==> src/rtl/wb_select_buf.sv <==
// Writeback-source selector feeding the RegFile write port.
// Picks one of NUM_IN sources, tags the result with its source index and holds
// up to two results in a skid buffer so writeback can stall without losing data.
// An accepted out-of-range select enqueues zero data and raises a sticky error.
module wb_select_buf #(
  parameter int unsigned NUM_IN = 3,
  parameter int unsigned WIDTH  = 8,
  localparam int unsigned SEL_W = $clog2(NUM_IN)
) (
  input  logic                    Clk,
  input  logic                    Reset,
  input  logic [NUM_IN*WIDTH-1:0] In,
  input  logic [SEL_W-1:0]        Sel,
  input  logic                    InValid,
  output logic                    InReady,
  output logic [WIDTH-1:0]        OutData,
  output logic [SEL_W-1:0]        OutSrc,
  output logic                    OutValid,
  input  logic                    OutReady,
  input  logic                    Flush,
  output logic                    Err,
  input  logic                    ErrClr
);

  // Buffer state: head is the oldest entry, tail the second one.
  logic [1:0]       r_count;
  logic [WIDTH-1:0] r_head_data;
  logic [SEL_W-1:0] r_head_src;
  logic [WIDTH-1:0] r_tail_data;
  logic [SEL_W-1:0] r_tail_src;
  logic             r_err;

  logic [1:0]       w_count_nxt;
  logic [WIDTH-1:0] w_head_data_nxt;
  logic [SEL_W-1:0] w_head_src_nxt;
  logic [WIDTH-1:0] w_tail_data_nxt;
  logic [SEL_W-1:0] w_tail_src_nxt;
  logic             w_err_nxt;

  logic [WIDTH-1:0] w_sel_data;
  logic             w_sel_legal;
  logic             w_accept;
  logic             w_pop;

  // Handshake and output view; all derived from registered state only.
  assign InReady  = (r_count != 2'd2);
  assign OutValid = (r_count != 2'd0);
  assign OutData  = OutValid ? r_head_data : '0;
  assign OutSrc   = OutValid ? r_head_src  : '0;
  assign Err      = r_err;

  assign w_accept = InValid & InReady;
  assign w_pop    = OutValid & OutReady;

  // Source mux; an index with no matching source yields zero and is flagged illegal.
  always_comb begin
    w_sel_data  = '0;
    w_sel_legal = 1'b0;
    for (int unsigned k = 0; k < NUM_IN; k++) begin
      if (Sel == SEL_W'(k)) begin
        w_sel_data  = In[k*WIDTH +: WIDTH];
        w_sel_legal = 1'b1;
      end
    end
  end

  // Next-state: FIFO update with flush override, plus sticky error (set beats clear).
  always_comb begin
    w_count_nxt     = r_count;
    w_head_data_nxt = r_head_data;
    w_head_src_nxt  = r_head_src;
    w_tail_data_nxt = r_tail_data;
    w_tail_src_nxt  = r_tail_src;
    w_err_nxt       = r_err;

    if (w_accept && !w_sel_legal) begin
      w_err_nxt = 1'b1;
    end else if (ErrClr) begin
      w_err_nxt = 1'b0;
    end

    if (Flush) begin
      w_count_nxt = 2'd0;
    end else begin
      case ({w_accept, w_pop})
        2'b10: begin
          if (r_count == 2'd0) begin
            w_head_data_nxt = w_sel_data;
            w_head_src_nxt  = Sel;
          end else begin
            w_tail_data_nxt = w_sel_data;
            w_tail_src_nxt  = Sel;
          end
          w_count_nxt = r_count + 2'd1;
        end
        2'b01: begin
          w_head_data_nxt = r_tail_data;
          w_head_src_nxt  = r_tail_src;
          w_count_nxt     = r_count - 2'd1;
        end
        2'b11: begin
          // Accept implies count<2 and pop implies count>0, so count is 1 here:
          // the new entry replaces the departing head.
          w_head_data_nxt = w_sel_data;
          w_head_src_nxt  = Sel;
        end
        default: begin
        end
      endcase
    end
  end

  // State register with synchronous reset.
  always_ff @(posedge Clk) begin
    if (Reset) begin
      r_count     <= 2'd0;
      r_head_data <= '0;
      r_head_src  <= '0;
      r_tail_data <= '0;
      r_tail_src  <= '0;
      r_err       <= 1'b0;
    end else begin
      r_count     <= w_count_nxt;
      r_head_data <= w_head_data_nxt;
      r_head_src  <= w_head_src_nxt;
      r_tail_data <= w_tail_data_nxt;
      r_tail_src  <= w_tail_src_nxt;
      r_err       <= w_err_nxt;
    end
  end

endmodule

==> config.mk <==
export PLATFORM = sky130hd
export DESIGN_NAME = wb_select_buf
export DESIGN_NICKNAME = d
export VERILOG_FILES = /design/src/rtl/wb_select_buf.sv
export SDC_FILE = /design/constraint.sdc
export NUM_CORES = 1
export LEC_CHECK = 0
export ABC_AREA = 1
export CAP_MARGIN = 5
export CORE_UTILIZATION = 40
export CTS_CLUSTER_DIAMETER = 80
export DETAILED_ROUTE_END_ITERATION = 6
export PLACE_DENSITY = 0.76
export SYNTH_ARGS = -nofsm -noshare
export SYNTH_HDL_FRONTEND = slang
export SYNTH_SLANG_ARGS = --single-unit
export TNS_END_PERCENT = 100
==> constraint.sdc <==
create_clock -name Clk -period 1.54 [get_ports Clk]
set_clock_uncertainty 0.1 [all_clocks]
set_input_delay 0.154 -clock Clk [delete_from_list [all_inputs] [get_ports Clk]]
set_output_delay 0.154 -clock Clk [all_outputs]
set_load 0.02 [all_outputs]
## After elaboration in Yosys (flattened, before gate mapping)

Index checks and enable logic that the tools add are counted.
W data, S select, Z words.

| storage, ports and cells | value |
|---|---|
| input port bits | 32 |
| flip-flop bits (word level) | 23 |
| word-level logic and storage cells | 45 |
| output and inout port bits | 13 |

| operators by class | value |
|---|---|
| eq/ne operators | 7 |
| reduce and logical (&&, ||, !) cells | 11 |
| muxes and demuxes | 15 |
| $add $sub $neg | 2 |
| bitwise operators | 4 |

Operators by type and width:

| cell | number |
|---|---|
| $mux W8 | 5 |
| $pmux W8 S3 | 1 |
| $eq A2 B2 Y1 const B | 3 |
| $pmux W2 S3 | 1 |
| $reduce_and A3 Y1 | 2 |
| $reduce_bool A2 Y1 | 3 |
| $mux W1 | 5 |
| $eq A2 B1 Y1 const B | 2 |
| $logic_not A2 Y1 | 2 |
| $mux W2 | 2 |
| $ne A2 B2 Y1 const B | 2 |
| $pmux W2 S2 | 1 |
| $reduce_bool A3 Y1 | 1 |
| $add A2 B1 Y2 const B | 1 |
| $and A1 B1 Y1 | 2 |
| $not A1 Y1 | 2 |
| $reduce_or A2 Y1 | 1 |
| $sub A2 B1 Y2 const B | 1 |
| $logic_and A1 B1 Y1 | 1 |
| $logic_not A1 Y1 | 1 |

## Logic depth before layout (Yosys ltp)

Gate-level depths: netlist of the first run.

| depth | value |
|---|---|
| word-level depth | 7 |
| depth in mapped cells | 11 |
| gate-level depth less buffers | 11 |

## Worst setup path after synthesis of the first run

Ideal clock, no wire load.

| timing | value |
|---|---|
| path kind | register -> register |
| from | register r_count[0] |
| to | register r_head_data[0] |
| path buffers | 1 |
| stages on the path, launching flop included | 11 |
| data required time | 1370 ps |
| setup slack | -194 ps |
| period minus slack after synthesis | 1734 ps |
| setup time | 70 ps |
| data arrival time | 1564 ps |
| path through | dfxtp_1 inv_2 nand2_1 nand2_1 inv_1 ha_1 o21ai_2 nand2_4 buf_6 nor2_1 a21oi_1 |

| between the ends | value |
|---|---|
| cells in the longest elaborated chain, start to end | 5 |
| elaborated cells between the ends (all ways) | 12 |
| classes of those cells | eq/ne: 5; mux: 1; bitwise: 2; reduce/logical: 4 |

RTL lines:

| what | line | RTL |
|---|---|---|
| from (decl) | 26 | `logic [1:0] r_count;` |
| from (signal assigned) | 123 | `r_count <= w_count_nxt;` |
| $ne A2 B2 Y1 * | 46 | `assign InReady = (r_count != 2'd2);` |
| net InReady | 15 | `output logic InReady,` |
| $and A1 B1 Y1 * | 52 | `assign w_accept = InValid & InReady;` |
| $eq A2 B2 Y1 or $eq A2 B1 Y1 (tied branches) | 85 | `case ({w_accept, w_pop})` |
| $ne A2 B2 Y1 (no source line) or $reduce_bool A3 Y1 (tied branches) | -- |  |
| $reduce_and A3 Y1 (no source line) | -- |  |
| to (signal assigned) | 124 | `r_head_data <= w_head_data_nxt;` |
| to (decl) | 27 | `logic [WIDTH-1:0] r_head_data;` |

Mark *: on every way through the listed nets, which the timed path passes. The rest lies on a longest branch.
A chain may end at the register's enable or synchronous reset.

## Worst setup path after layout of the first run

| timing | value |
|---|---|
| from | register r_count[0] |
| to | register r_head_data[7] |

| between the ends | value |
|---|---|
| cells in the longest elaborated chain, start to end | 5 |
| elaborated cells between the ends (all ways) | 12 |
| classes of those cells | eq/ne: 5; mux: 1; bitwise: 2; reduce/logical: 4 |

RTL lines:

| what | line |
|---|---|
| $ne A2 B2 Y1 or $reduce_bool A2 Y1 (tied branches) | 46, 47 |
| $and A1 B1 Y1 (on tied branches) | 52, 53 |
| $eq A2 B2 Y1 or $eq A2 B1 Y1 (tied branches) | 85 |
| $ne A2 B2 Y1 (no source line) or $reduce_bool A3 Y1 (tied branches) | -- |
| $reduce_and A3 Y1 (no source line) | -- |

Parallel ways exist; a longest one is shown, timed or not.

==> results of run 1 <==
power by group through the flow:
stage	Sequential, mW	Combinational [mW]	Clock (mW)
floorplan	0.657	0.224	0
global route	0.649	0.618	0.331
detailed placement	0.656	0.419	0
CTS	0.644	0.473	0.289
global placement	0.655	0.413	0
finish	0.645	0.579	0.302
layer usage:
layer  up-vias  GRT usage, %  routed length (um)
li1        870             -                   -
met1       830          32.2                1850
met2       108          43.5                2590
met3        14          2.56                 438
met4         0          8.12                 104
met5         -             0                   0
registers in the layout, indices dropped and copies added, names as in the netlist:
name	count
r_head_data	8
r_count	2
r_tail_src	2
r_tail_data	8
r_head_src	2
Err	1
worst max-delay path: cells and delay by family (launching register included):
family | cells | cell delay [ns]
AOI/OAI and AO/OA | 2 | 0.22
adders and majority gates | 1 | 0.19
buffers and inverters | 3 | 0.24
DFF | 1 | 0.38
and+or+nand+nor | 4 | 0.42
area by class of cell:
type                            instances  area share [%]
Multi-Input combinational cell        168            42.7
Inverter                               38            6.17
Tap cell                               46            2.33
Timing Repair Buffer                   75            28.8
Clock buffer                            4            1.06
Sequential cell                        23            18.9
cells by family (layout without fill, tap and decap cells):
group                      Yosys count  after routing  share of synthesized area, %
buffers and inverters               44            117                          13.5
and+or+nand+nor                    140            145                          42.9
DFF                                 23             23                          33.1
adders and majority gates            3              3                          2.70
AOI/OAI and AO/OA                   19             19                          7.11
xor gates and xnor gates             1              1                         0.630
Yosys cell counts:
library cell  count  area (um2)
nand4_1           2        12.5
nor2_1           39         146
nor3_1            1        5.00
inv_1            32         120
xor2_1            1        8.76
nand3_4           1        17.5
clkinv_1          2        7.51
ha_1              3        37.5
dfxtp_1          23         460
a21oi_1          14        70.1
buf_4             1        7.51
nand2_4           2        22.5
nand3_1          25         125
o21ai_2           1        8.76
o21ai_0           2        10.0
nor2_2            2        12.5
inv_2             4        15.0
buf_2             3        15.0
buf_6             2        22.5
nand2_1          68         255
o21ai_1           2        10.0
cells in the final DEF, fill, tap and decap left out:
cell type        synthesis  final
clkinv_1                 2      2
nand3_1                 25     25
inv_4                    0      4
a21oi_1                 14      6
buf_6                    2      8
nand3_4                  1      3
a21oi_2                  0      8
nand2_2                  0     11
clkbuf_2                 0      1
dlymetal6s2s_1           0      1
nor2_1                  39     26
clkbuf_4                 0      3
clkbuf_1                 0      1
inv_1                   32     28
buf_4                    1     30
nand2_4                  2      4
dfxtp_4                  0      2
xor2_2                   0      1
ha_4                     0      3
nor3_2                   0      1
o21ai_4                  0      1
buf_12                   0      3
dfxtp_1                 23     21
nand4_1                  2      2
o21ai_2                  1      4
nor2_4                   0      5
clkdlybuf4s15_1          0      1
inv_2                    4      4
nor2_2                   2     10
nand2_8                  0      4
clkdlybuf4s50_1          0     31
nand2_1                 68     54
metrics by stage:
stage	TNS [ns]	utilization [%]	power, mW	std cells
3_5_place_dp	-3.14	62.5	1.07	337
5_1_grt	-2.77	74.1	1.60	354
4_1_cts	-0.704	66.2	1.41	349
6_report	-1.16	74.1	1.53	354
3_3_place_gp	-2.30	62.5	1.07	337
2_1_floorplan	0	-	0.882	230
final timing paths:
path	to	slack, ns	from	depth (start not counted)
setup reg to reg	r_head_data[7]	-0.1	r_count[0]	10
hold / removal	Err	0.34	ErrClr	4
setup / recovery	r_head_data[7]	-0.1	r_count[0]	10
hold reg to reg	Err	0.38	Err	2
timing repair:
item	in CTS	in global routing
setup endpoints to repair	34	33
buffers inserted	4	4
pin swaps	9	22
hold buffers	0	0
endpoints found under the hold margin	0	0
resized for setup	63	65
gates cloned	4	1
==> results.md, run 1 <==
* Status: finished, violations left
* Synth Instances at 230
* Final instance area at 2470 um2
* Final Max Slew Viols at 0
* Hold Path Class: input port to flip-flop
* Rows at 21
* Final Hold Fails at 0
* Crit start category: flip-flop
* DRC Markers at 0
* Die Area at 3710 um2
* CTS clk-pin slew, worst paths at 0.14 ns
* Yosys warning count at 0
* All-Layer GR Usage at 24.9%
* DP HPWL at 2830 um
* Cells along the critical path: inv_4 -> buf_6 -> nand2_8 -> nand2_8 -> inv_4 -> ha_4 -> o21ai_4 -> nand2_4 -> nor2_1 -> a21oi_2
* Initial antenna violation count at 0
* First-pass GRT wire length at 6800 um
* Tcrit/Tclk final at 106%
* CTS sink count at 23
* WHS at 0.337 ns
* Grt ovf at 0
* Sequential Power Share at 42.3%
* WL per Instance at 14.1 um
* Core box area at 3340 um2
* Total of fill cells in the finished design at 234
* Clock Path Buffers at 2
* Multi-input logic area at 1060 um2
* RSZ-0062 raised after global routing: true
* Synth Cell Area at 1390 um2
* Clock root buffer master: clkbuf_4
* Largest net degree at the start of global routing at 13
* Pwr dens at 617 nW/um2
* Shortest period the worst path allows at 1.64 ns
* Syn-to-layout area delta at 77.9%
* Req. time, crit path at 1.68 ns
* Worst setup path class: flip-flop to flip-flop
* Critical Path AT at 1.77 ns
* Switching Power at 0.524 mW
* Mean post-synth cell area at 6.04 um2
* Switching power share of the total at 34.3%
* Die W at 61.0 um
* Rel. slew slack at 76.3%
* Initial DRC count at 119
* Comb pwr share at 38.0%
* H-tree depth at 1
* Diodes inserted at 0
* Clock power frac at 19.8%
* Post-synthesis sequential area ratio at 33.1%
* Pre-CTS worst setup slack at -0.179 ns
* Antenna Nets Post-Route at 0
* Worst skew pair latency at 0.32 ns
* Vias in the first global route at 1525
* Max VDD drop at 0.280 mV
* Post-DP Area at 2090 um2
* Crit-path max cell delay at 0.38 ns
* Drt total wl at 4990 um
* Via count at 1822
* Slowest cell on the critical path: dfxtp_4
* Register bit count reported by yosys at 23
* Die Y at 61.0 um
* Setup-failing EPs final at 23
* Starting Density at 41.7%
* PortBufs at 44
* Num CTS Buffers at 3
* Distinct cells, synth at 21
* Lkg Pwr at 1.14 nW
* Worst Setup End Kind: flip-flop
* I/O Pins at 45
* Routability Congestion at 0.794
* Syn nets at 265
* Crit path max fanout at 5
* Violated checks: negative setup slack
* Register area at 468 um2
* Initial DRT Pass Iterations at 4
* Layout cell share with drive strength beyond 1 at 35.7%
* Highest clock rate at 611 MHz
* DR vias/cell at 5.15
* Max_cap viols at 0
* Int Power at 1.00 mW
* Worst slew pin tran at 0.355 ns
* CTS tree: yes
* Final net count at 344
* Final WS setup at -0.0964 ns
No activity file was read; power rests on OpenSTA's default activity.
==> run 2, diff against run 1 <==
Settings changed: PLACE_DENSITY 0.76 to 0.73, SETUP_SLACK_MARGIN set to 0.1.
Clock period 1.54 ns to 1.7 ns, I/O delays scaled along.
==> results.md, run 2 (same netlist as run 1, synthesis figures left out) <==
* First-pass GRT wire length at 6010 um (-12%)
* Antenna Nets Post-Route at 0 (unchanged)
* Max VDD drop at 0.341 mV (+22%)
* Crit start category: flip-flop
* Clock root buffer master: clkbuf_4
* Drt total wl at 4000 um (-20%)
* Final WS setup at 0.141 ns (+0.237 ns)
* CTS clk-pin slew, worst paths at 0.15 ns (about the same)
* Worst skew pair latency at 0.31 ns (about the same)
* Crit path max fanout at 10 (+5)
* Core box area at 3340 um2 (unchanged)
* RSZ-0062 raised after global routing: true
* WL per Instance at 11.7 um (-17%)
* Crit-path max cell delay at 0.38 ns (about the same)
* Grt ovf at 0 (unchanged)
* Register-to-Register Setup Slack at 0.14 ns (+0.24 ns)
* Hold Path Class: input port to flip-flop
* Die Y at 61.0 um (unchanged)
* Rows at 21 (unchanged)
* Num CTS Buffers at 3 (unchanged)
* Die Area at 3710 um2 (unchanged)
* Lkg Pwr at 1.06 nW (-7.3%)
* Vias in the first global route at 1378 (-9.6%)
* CP bufs+invs at 4 (+1)
* I/O Pins at 45 (unchanged)
* Commonest non-fill, non-tap cell in the layout: nand2_1
* Final core utilization at 65.2% (-8.9 points)
* Critical path's top delay family: buffers and inverters
* Worst slew pin tran at 0.330 ns (-0.0248 ns)
* Critical Path Sink: OutData[7]
* Diodes inserted at 0 (unchanged)
* Critical Path AT at 1.29 ns (-0.48 ns)
* Post-DP Area at 1990 um2 (-4.7%)
* Via count at 1631 (-10%)
* Syn-to-layout area delta at 56.5%
* Initial antenna violation count at 0 (unchanged)
* CTS tree: yes
* Leading cell types in the layout, fill and taps excluded: nand2_1 (62), nor2_1 (31), clkdlybuf4s50_1 (31), inv_1 (30), buf_4 (26)
* Max_cap viols at 0 (unchanged)
* Status: complete, no violations
* Crit path from: r_count[0]
* Final Hold Fails at 0 (unchanged)
* Worst setup path class: flip-flop to output pin
* PortBufs at 44 (unchanged)
* Biggest regs: r_head_data (8), r_tail_data (8)
* Tcrit/Tclk final at 91.7%
* Rel. slew slack at 77.9% (+1.6 points)
* CTS sink count at 23 (unchanged)
* Setup-failing EPs final at 0 (-100%)
* Req. time, crit path at 1.43 ns (-0.25 ns)
* Final instance area at 2180 um2 (-12%)
* Final net count at 333 (-3.2%)
* Cells along the critical path: inv_4 -> nand2_4 -> clkinv_1 -> buf_6 -> nor2_1 -> buf_4
* Slowest cell on the critical path: dfxtp_2
* Cts hold-fix bufs at 0 (unchanged)
* Pwr dens at 584 nW/um2 (-5.4%)
* Final Max Slew Viols at 0 (unchanged)
* Min-Delay Path Depth at 4 (unchanged)
* Worst Setup End Kind: output pin
* Largest net degree at the start of global routing at 19 (+6)
* DR vias/cell at 4.76 (-7.6%)
* DP HPWL at 2640 um (-6.9%)
* Layout cell share with drive strength beyond 1 at 25.3% (-10 points)
* WHS at 0.370 ns (+0.0335 ns)
* Worst r2r dst: r_head_data[2]
* DRC Markers at 0 (unchanged)
* All-Layer GR Usage at 22.0% (-2.9 points)
* RR Startpoint: r_count[1]
* Shortest period the worst path allows at 1.56 ns
* Initial DRC count at 92 (-23%)
* R2R cell count at 10 (unchanged)
* Pre-CTS worst setup slack at -0.0364 ns (+0.143 ns)
* Routability Congestion at 0.884 (+11%)
* Critical Path Stages at 6 (-4)
* Starting Density at 41.7% (unchanged)
* H-tree depth at 1 (unchanged)
* Die W at 61.0 um (unchanged)
* Initial DRT Pass Iterations at 4 (unchanged)
* Highest clock rate at 641 MHz
* Clock Path Buffers at 2 (unchanged)
-- run 2: how the worst min path moves through the flow --
stage,start,end,slack [ns]
2_1_floorplan,Reset,Err,0.14
3_3_place_gp,r_tail_src[0],r_tail_src[0],0.36
3_5_place_dp,r_tail_src[0],r_tail_src[0],0.36
4_1_cts,ErrClr,Err,0.37
5_1_grt,ErrClr,Err,0.39
6_report,ErrClr,Err,0.37
-- run 2: final cells by class --
cell class              instances  area [um2]
clock buffers                   4        26.3
fillers                       317        1160
inverters                      38         148
multi-input cells             167         888
flip-flops and latches         23         463
well taps                      46        57.6
repair buffers                 65         593
-- run 2: stage by stage --
stage | total power [mW] | setup TNS (ns) | instances
4_1_cts | 1.21 | 0 | 338
3_3_place_gp | 0.944 | -0.212 | 332
2_1_floorplan | 0.784 | 0 | 230
5_1_grt | 1.34 | 0 | 343
6_report | 1.27 | 0 | 343
3_5_place_dp | 0.946 | -0.255 | 332
-- run 2: worst reg2reg max path, stage by stage, from the launching register on --
cell     delay [ns]
dfxtp_2        0.35
buf_6          0.13
nand2_4        0.07
nand2_4        0.07
ha_2           0.19
nor2_4         0.12
buf_6          0.14
nand2_4        0.07
nand2_1        0.08
nand2_1        0.07
a21oi_2        0.11
-- run 2: what timing repair did --
action	CTS	global route
endpoints found under the setup margin	24	33
gates resized for setup	47	43
endpoints found under the hold margin	0	0
pin swaps	2	7
buffers inserted	0	3
gates cloned	2	2
-- run 2: metal layers --
| metal | global-route usage (%) | part of all wire [%] | routed length (um) |
|---|---|---|---|
| met2 | 37.0 | 49 | 1980 |
| met1 | 29.8 | 46 | 1830 |
| met5 | 0 | 0 | 0 |
| met3 | 3.41 | 4.1 | 166 |
| met4 | 4.55 | 0.72 | 29 |
-- run 2: power by group --
part | leakage (nW) | internal (mW) | switching [mW] | total (mW)
clock | 0.0150 | 0.0916 | 0.180 | 0.272
combinational | 0.855 | 0.194 | 0.220 | 0.414
sequential | 0.189 | 0.571 | 0.0125 | 0.584
total | 1.06 | 0.857 | 0.413 | 1.27
==> run 3, diff against run 2 <==
Settings changed: CORE_ASPECT_RATIO set to 0.7, CORE_MARGIN set to 4, MAX_ROUTING_LAYER set to met4.
==> results.md, run 3 (same netlist as run 1, synthesis figures left out) <==
* First-pass GRT wire length at 6440 um (+7.1%)
* Hold Path Class: flip-flop to flip-flop
* Starting Density at 43.0% (+1.3 points)
* Worst setup path class: flip-flop to flip-flop
* Rows at 17 (-19%)
* Pwr dens at 635 nW/um2 (+8.7%)
* PortBufs at 44 (unchanged)
* Req. time, crit path at 1.76 ns (+0.33 ns)
* Diodes inserted at 0 (unchanged)
* Initial DRT Pass Iterations at 4 (unchanged)
* Fin cells at 336 (-2.0%)
* Final Max Slew Viols at 0 (unchanged)
* Total of fill cells in the finished design at 325 (+2.5%)
* Post-DP Area at 1960 um2 (-1.4%)
* Num CTS Buffers at 3 (unchanged)
* CTS tree: yes
* M1 WL at 1880 um (+2.8%)
* Slowest cell on the critical path: dfxtp_2
* Register area at 463 um2 (unchanged)
* Critical Path AT at 1.62 ns (+0.33 ns)
* Multi-input logic area at 836 um2 (-5.9%)
* Worst skew pair latency at 0.27 ns (-0.04 ns)
* Crit path max fanout at 4 (-6)
* DR WL met2 at 1690 um (-15%)
* RSZ-0062 raised after global routing: true
* Final instance area at 2060 um2 (-5.1%)
* WL per Instance at 11.6 um (-0.52%)
* Highest clock rate at 640 MHz (-0.26%)
* Leading cell types in the layout, fill and taps excluded: nand2_1 (64), nor2_1 (35), clkdlybuf4s50_1 (32), inv_1 (30), nand3_1 (25)
* Antenna Nets Post-Route at 0 (unchanged)
* CTS clk-pin slew, worst paths at 0.09 ns (-0.06 ns)
* Via count at 1587 (-2.7%)
* Rel. slew slack at 81.2% (+3.3 points)
* Crit-path max cell delay at 0.34 ns (-0.04 ns)
* Syn-to-layout area delta at 48.5%
* Biggest regs: r_head_data (8), r_tail_data (8)
* Commonest non-fill, non-tap cell in the layout: nand2_1
* Max VDD drop at 0.322 mV (-5.6%)
* Largest net degree at the start of global routing at 19 (unchanged)
* Met3 Wirelength at 324 um (+95%)
* Cells along the critical path: buf_6 -> nand2_2 -> nand2_4 -> ha_2 -> nor2_4 -> nand2_2 -> nor2_1 -> a21oi_1
* DP HPWL at 2780 um (+5.2%)
* DR vias/cell at 4.72 (-0.67%)
* Setup-failing EPs final at 0 (unchanged)
* I/O Pins at 45 (unchanged)
* Routability Congestion at 0.828 (-6.4%)
* Tcrit/Tclk final at 92.0% (+0.24 points)
* Status: complete, no violations
* Clock Path Buffers at 2 (unchanged)
* Inst Count DP at 329 (-0.90%)
* Layout cell share with drive strength beyond 1 at 20.4% (-4.8 points)
* Vias in the first global route at 1456 (+5.7%)
* Die Area at 4500 um2 (+21%)
* Worst Setup End Kind: flip-flop
* Crit start category: flip-flop
* Max_cap viols at 0 (unchanged)
* Drt total wl at 3900 um (-2.5%)
* Core box area at 3230 um2 (-3.1%)
* CTS sink count at 23 (unchanged)
* Final net count at 325 (-2.4%)
* All-Layer GR Usage at 18.7% (-3.3 points)
* Cts hold-fix bufs at 0 (unchanged)
* Die W at 78.5 um (+29%)
* CP bufs+invs at 1 (-3)
* Die Y at 57.3 um (-6.0%)
* Lkg Pwr at 1.01 nW (-4.3%)
* Clock root buffer master: clkbuf_8
* Top sig layer: met4
* Initial antenna violation count at 0 (unchanged)
* Grt ovf at 0 (unchanged)
* Worst slew pin tran at 0.281 ns (-0.0494 ns)
* Critical path's top delay family: simple AND/OR/NAND/NOR gates
* Initial DRC count at 119 (+29%)
* Shortest period the worst path allows at 1.56 ns (+0.00413 ns)
* DRC Markers at 0 (unchanged)
* Final Hold Fails at 0 (unchanged)
* Top cell by count, worst path: nand2_2
* H-tree depth at 1 (unchanged)
[run 3: cell count changes in the layout (fill, tap and decap cells not counted), moves of 3 or more]
cell and change:
clkbuf_4 -3, a21oi_2 -3, buf_4 -9, a21oi_1 +3, buf_6 -3, nor2_2 -4
buf_2 +6, clkbuf_8 +3, nor2_1 +4
[run 3: timing repair]
item	4_1_cts	5_1_grt
resized for setup	45	21
setup buffers	0	1
gates cloned	1	1
pin swaps	1	3
endpoints found under the setup margin	20	29
[run 3: worst reg2reg max path: stages (launching register included)]
cell and delay [ns]:
dfxtp_2 0.34, buf_6 0.12, nand2_2 0.09, nand2_4 0.07, ha_2 0.19, nor2_4 0.20
nand2_2 0.14, nor2_1 0.12, a21oi_1 0.07
[run 3: power by group]
part	internal, mW	total (mW)	switching (mW)
Clock	0.164	0.345	0.181
Sequential	0.571	0.583	0.0125
Combinational	0.177	0.383	0.206
[run 3: stage by stage]
stage	hold slack [ns]	total power, mW	setup slack (ns)	utilization [%]	setup TNS, ns
2_1_floorplan	0.139	0.784	0.106	-	0
3_3_place_gp	0.354	0.939	-0.0249	60.6	-0.187
3_5_place_dp	0.353	0.943	-0.0260	60.6	-0.150
4_1_cts	0.365	1.29	0.101	61.9	0
5_1_grt	0.390	1.39	0.0354	63.9	0
6_report	0.366	1.31	0.136	63.9	0
[run 3: path summary, 6_finish.rpt]
path                            cells past startpoint        endpoint  slack, ns           from
worst max register to register                      8  r_head_data[1]       0.14     r_count[1]
worst min-delay path                                2   r_tail_src[1]       0.37  r_tail_src[1]
worst min register to register                      2   r_tail_src[1]       0.37  r_tail_src[1]
worst max-delay path                                8  r_head_data[1]       0.14     r_count[1]
[run 3: cell type report]
| type | instances | share of cell area (%) |
|---|---|---|
| timing repair buffer | 59 | 25.1 |
| tap | 47 | 2.85 |
| clock buffer | 3 | 2.00 |
| sequential | 23 | 22.4 |
| multi-input combinational | 165 | 40.5 |
| clock inverter | 1 | 0.242 |
| inverter | 38 | 6.91 |
[run 3: metal layers]
metal  GRT usage [%]  up-vias
met5               -        -
met4            4.74        0
met3            3.94        2
met2            29.3       77
met1            24.8      690
li1                -      818
